### src/rtl/mem_ctrl_pkg.sv
// rtl/mem_ctrl_pkg.sv - shared defaults and FSM state encoding for the bitcell array controller
package mem_ctrl_pkg;

    localparam int DEF_ADDR_W        = 4;
    localparam int DEF_DATA_W        = 8;
    localparam int DEF_STROBE_CYCLES = 2;
    localparam int CNT_W             = 4;

    localparam logic [1:0] ST_IDLE    = 2'd0;
    localparam logic [1:0] ST_SETUP   = 2'd1;
    localparam logic [1:0] ST_STROBE  = 2'd2;
    localparam logic [1:0] ST_RELEASE = 2'd3;

endpackage

### src/rtl/row_decoder.sv
// rtl/row_decoder.sv - word address to one-hot row select with enable
module row_decoder #(
    parameter int ADDR_W = 4
) (
    input  logic                   en,
    input  logic [ADDR_W-1:0]      addr,
    output logic [(1<<ADDR_W)-1:0] sel
);

    localparam int ROWS = 1 << ADDR_W;

    assign sel = en ? (ROWS'(1) << addr) : '0;

endmodule

### src/rtl/bitcell_array_ctrl.sv
// rtl/bitcell_array_ctrl.sv - setup/strobe/release sequencer driving a shared-bus bitcell array
module bitcell_array_ctrl
    import mem_ctrl_pkg::*;
#(
    parameter int ADDR_W        = DEF_ADDR_W,
    parameter int DATA_W        = DEF_DATA_W,
    parameter int STROBE_CYCLES = DEF_STROBE_CYCLES
) (
    input  logic                   clk,
    input  logic                   rst,
    input  logic                   req,
    input  logic                   we,
    input  logic [ADDR_W-1:0]      addr,
    input  logic [DATA_W-1:0]      wdata,
    output logic                   ready,
    output logic                   done,
    output logic [DATA_W-1:0]      rdata,
    output logic [(1<<ADDR_W)-1:0] cell_sel,
    output logic                   cell_rw,
    output logic [DATA_W-1:0]      cell_in,
    input  logic [DATA_W-1:0]      cell_out
);

    logic [1:0]        state;
    logic              we_q;
    logic [ADDR_W-1:0] addr_q;
    logic [DATA_W-1:0] wdata_q;
    logic [CNT_W-1:0]  cnt;
    logic              active;
    logic              strobe_en;

    always_ff @(posedge clk or posedge rst) begin
        if (rst) begin
            state   <= ST_IDLE;
            we_q    <= 1'b0;
            addr_q  <= '0;
            wdata_q <= '0;
            cnt     <= '0;
            rdata   <= '0;
        end else begin
            case (state)
                ST_IDLE: begin
                    if (req) begin
                        we_q    <= we;
                        addr_q  <= addr;
                        wdata_q <= wdata;
                        state   <= ST_SETUP;
                    end
                end
                ST_SETUP: begin
                    cnt   <= CNT_W'(STROBE_CYCLES - 1);
                    state <= ST_STROBE;
                end
                ST_STROBE: begin
                    // Read bus is sampled on the last strobe edge, while the row is still selected.
                    if (cnt == '0) begin
                        state <= ST_RELEASE;
                        if (!we_q) begin
                            rdata <= cell_out;
                        end
                    end else begin
                        cnt <= cnt - 1'b1;
                    end
                end
                ST_RELEASE: state <= ST_IDLE;
                default:    state <= ST_IDLE;
            endcase
        end
    end

    // rw/in are held from SETUP through RELEASE so they are stable around the select pulse.
    assign active    = (state != ST_IDLE);
    assign strobe_en = (state == ST_STROBE);
    assign ready     = (state == ST_IDLE);
    assign done      = (state == ST_RELEASE);
    assign cell_rw   = active & we_q;
    assign cell_in   = (active && we_q) ? wdata_q : '0;

    row_decoder #(
        .ADDR_W (ADDR_W)
    ) u_row_decoder (
        .en   (strobe_en),
        .addr (addr_q),
        .sel  (cell_sel)
    );

endmodule

### config.mk
export PLATFORM = sky130hd
export DESIGN_NAME = bitcell_array_ctrl
export DESIGN_NICKNAME = d
export VERILOG_FILES = /design/src/rtl/mem_ctrl_pkg.sv /design/src/rtl/row_decoder.sv /design/src/rtl/bitcell_array_ctrl.sv
export SDC_FILE = /design/constraint.sdc
export NUM_CORES = 1
export LEC_CHECK = 0
export ABC_AREA = 1
export ABC_CLOCK_PERIOD_IN_PS = 2000
export CAP_MARGIN = 10
export CORE_MARGIN = 1
export CORE_UTILIZATION = 40
export DETAILED_ROUTE_END_ITERATION = 8
export GPL_TIMING_DRIVEN = 0
export PLACE_DENSITY = 0.84
export SLEW_MARGIN = 20
export SYNTH_ARGS = -nofsm -noshare
export SYNTH_HDL_FRONTEND = slang
export SYNTH_HIERARCHICAL = 1
export SYNTH_SLANG_ARGS = --single-unit
### constraint.sdc
create_clock -name clk -period 2 [get_ports clk]
set_input_delay 0.3 -clock clk [delete_from_list [all_inputs] [get_ports clk]]
set_output_delay 0.3 -clock clk [all_outputs]
set_load 0.01 [all_outputs]
==> metrics.log <==
[metrics] status: finished, final reports clean
[metrics] most common library cell in the layout ignoring fill and taps: nand2_1
[metrics] Clock Skews: ~0.0037 ns
[metrics] via count of the first global-routing pass: about 1.1k
[metrics] overall via count from detail_route: between 1k and 1.5k
[metrics] met1 routing resource usage after global routing: 0.219
[metrics] antenna violations before repair: 0
[metrics] power density of the placed cells: around 1400 nW/um2
[metrics] Die Wd: 61.0 um
[metrics] post-layout util: 0.635
[metrics] Buf+Inv Stages, Crit Path: 2
[metrics] chip height: 61.0 um
[metrics] ratio of cells with drive above 1 in the final layout: 0.120
[metrics] worst-margin pin slew: slightly below 1 ns
[metrics] max-slew violation total from the final report: 0
[metrics] relative slew slack: 0.354
[metrics] quantity of I/O buffers inserted on ports: a little under 60
[metrics] total wire length: 3220 um
[metrics] H-tree levels: 1
[metrics] Distinct cells, synth: 15
[metrics] area of the core region: 3340 um2
[metrics] class of the tightest hold or removal check: input port to asynchronous set/reset pin
[metrics] area of the die: roughly 3700 um2
[metrics] worst skew pair latency: 0.33 ns
[metrics] number of nets in the layout: 280
[metrics] worst slack at placement: -0.0534 ns
[metrics] count of inserted antenna diode cells: 0
[metrics] via density per instance: 4.60
[metrics] Worst path top cell family by delay: buffers and inverters
[metrics] Synth Instances: ~180
[metrics] Cell Area, Synth: approximately 1400 um2
[metrics] Synth warnings: 6
[metrics] final hold violation count: 0
[metrics] routing layer with the top usage in global route: met2
[metrics] top achievable clock speed: 522 MHz
[metrics] crit share post-route: 0.958
[metrics] Overflow after GRT: 0
[metrics] grt met3 use: 0.0213
[metrics] initial core utilization: 0.417
[metrics] storage element area: between 600 and 700 um2
[metrics] average instance area after synthesis: about 7.6 um2
[metrics] clock edge transition at the registers on the reported setup and hold paths: about 0.15 ns
[metrics] Clock Tree Root: clkbuf_4
[metrics] master of the slowest instance on the critical path: clkdlybuf4s50_1
[metrics] endpoint arrival time on the critical path: around 1.6 ns
[metrics] Setup crit end kind: output pin
[metrics] largest net degree at the start of global routing: 28
[metrics] most frequent cells in the layout: nand2_1 (44), nor2_1 (35), clkdlybuf4s50_1 (32), dfrtp_1 (27), nand3_1 (24)
[metrics] Top Ports: 59
[metrics] max-cap viol count: 0
[metrics] number of buffers between clock root and the deepest sink: 2
[metrics] Required @ worst endpoint: ~1.7 ns
[metrics] Wirelength per Cell: 10.9 um
[metrics] number of nets produced by synthesis: about 210
[metrics] post-synthesis sequential element count: 27
[metrics] reported leakage power: 1.29 nW
[metrics] Placement Rows: 21
[metrics] largest stage delay on the critical path: 0.55 ns
[metrics] # setup viols final: 0
[metrics] worst setup path category: flip-flop to output pin
[metrics] CTS tree: yes
[metrics] DRT antenna net count: 0
[metrics] part of the Yosys area used for sequential elements: 0.485
[metrics] area used by multi-input combinational logic: 646 um2
[metrics] Syn-to-layout area delta: 52.1%
[metrics] unrepaired setup endpoints after global routing: no
[metrics] final critical-path setup slack: between 0.08 and 0.09 ns
[metrics] # fillers: between 300 and 400
[metrics] startpoint types: flip-flop
[metrics] GP Congestion: 0.828
[metrics] post-route minimum period: between 1.5 and 2 ns
[metrics] Num Clock Sinks: 27
[metrics] Initial DRC Count: 47
[metrics] total clock buffers created by CTS: 3
[metrics] CP max FO: 8
[metrics] Total GRT Usage: 0.178
[metrics] hold bufs inserted after CTS: 0
[metrics] ordered cell list for the critical path: inv_2, ha_4, clkdlybuf4s50_1
[metrics] final HPWL from detailed placement: 2390 um
[metrics] global-route wire length before repair: 4860 um
[metrics] fraction of met2 tracks used by global routing: 0.316
[metrics] # DRC: 0
[metrics] DR pass1 iterations: 4
[metrics] largest vdd supply drop: 741 uV
==> final cells by class <==
type	count	area share
plain buffers	2	0.00473
inverters	25	0.0443
flip-flops and latches	27	0.319
clock inverters	1	0.00354
well taps	46	0.0272
clock buffers	3	0.0106
multi-input cells	130	0.305
repair buffers	61	0.286
==> power by group <==
part	switching, mW	internal [mW]	leakage (nW)
logic	0.946	0.753	0.965
clock network	0.170	0.0767	0.0139
registers	0.161	0.803	0.315
total	1.28	1.63	1.29
==> through the flow <==
stage | TNS, ns | cells | instance area, um2 | hold slack [ns] | power [mW]
floorplan | 0 | 184 | 1390 | 0.353 | 1.93
finish | 0 | 295 | 2120 | 0.350 | 2.91
global route | 0 | 295 | 2120 | 0.409 | 3.17
CTS | -2.88 | 295 | 2090 | 0.487 | 2.94
detailed placement | -0.355 | 288 | 2030 | 0.457 | 2.68
global placement | -0.396 | 288 | 2030 | 0.453 | 2.62
==> per-layer routing <==
metal | vias up | part of all wire
met4 | 0 | 0.012
met3 | 4 | 0.044
met5 | - | 0
met1 | 620 | 0.45
met2 | 38 | 0.49
li1 | 694 | -
==> kinds of logic (layout without fill, tap and decap cells) <==
logic type,after synthesis,count (layout),synth area share
AOI/OAI and AO/OA,10,10,0.0359
xor gates and xnor gates,1,1,0.00629
adders and majority gates,6,6,0.0539
buffers and inverters,27,92,0.0746
DFF,27,27,0.485
and+or+nand+nor,113,113,0.344
==> Yosys cell counts, drive strengths merged <==
master / count / area [um2]
nand2: 50 / 198
nor2: 38 / 153
dfrtp: 27 / 676
inv: 25 / 93.8
nand3: 24 / 120
a21oi: 9 / 45.0
ha: 6 / 75.1
buf: 2 / 10.0
o21ai: 1 / 5.00
or2: 1 / 8.76
xor2: 1 / 8.76
==> path summary, 6_finish.rpt <==
kind / from / slack, ns / to / depth (start not counted)
max: state[0]$_DFFE_PP0P_ / 0.08 / ready / 3
min: rst / 0.35 / wdata_q[5]$_DFFE_PP0P_ / 2
max reg2reg: state[0]$_DFFE_PP0P_ / 0.59 / rdata[1]$_DFFE_PP0P_ / 7
min reg2reg: cnt[0]$_DFFE_PP0P_ / 0.48 / cnt[0]$_DFFE_PP0P_ / 1
max in group asynchronous: rst / 1.21 / state[1]$_DFFE_PP0P_ / 2
min in group clk: cnt[0]$_DFFE_PP0P_ / 0.48 / cnt[0]$_DFFE_PP0P_ / 1
==> state kept, by name, summed over array words and instances, names as in the netlist <==
| register | count |
|---|---|
| state | 2 |
| we_q | 1 |
| addr_q | 4 |
| wdata_q | 8 |
| rdata | 8 |
| cnt | 4 |
==> what timing repair did <==
item,in CTS,in global routing
gates resized for setup,18,27
setup buffers,3,0
endpoints found under the hold margin,0,0
cloned,0,0
endpoints found under the setup margin,26,26
==> worst register-to-register path, stage by stage (launching register included) <==
cell and delay [ns]:
dfrtp_1 0.42, inv_2 0.11, ha_4 0.18, inv_1 0.09, nor2_4 0.22, nand2_2 0.16, nand2_1 0.08, nand2_1 0.05
No activity file was read; power rests on OpenSTA's default activity.
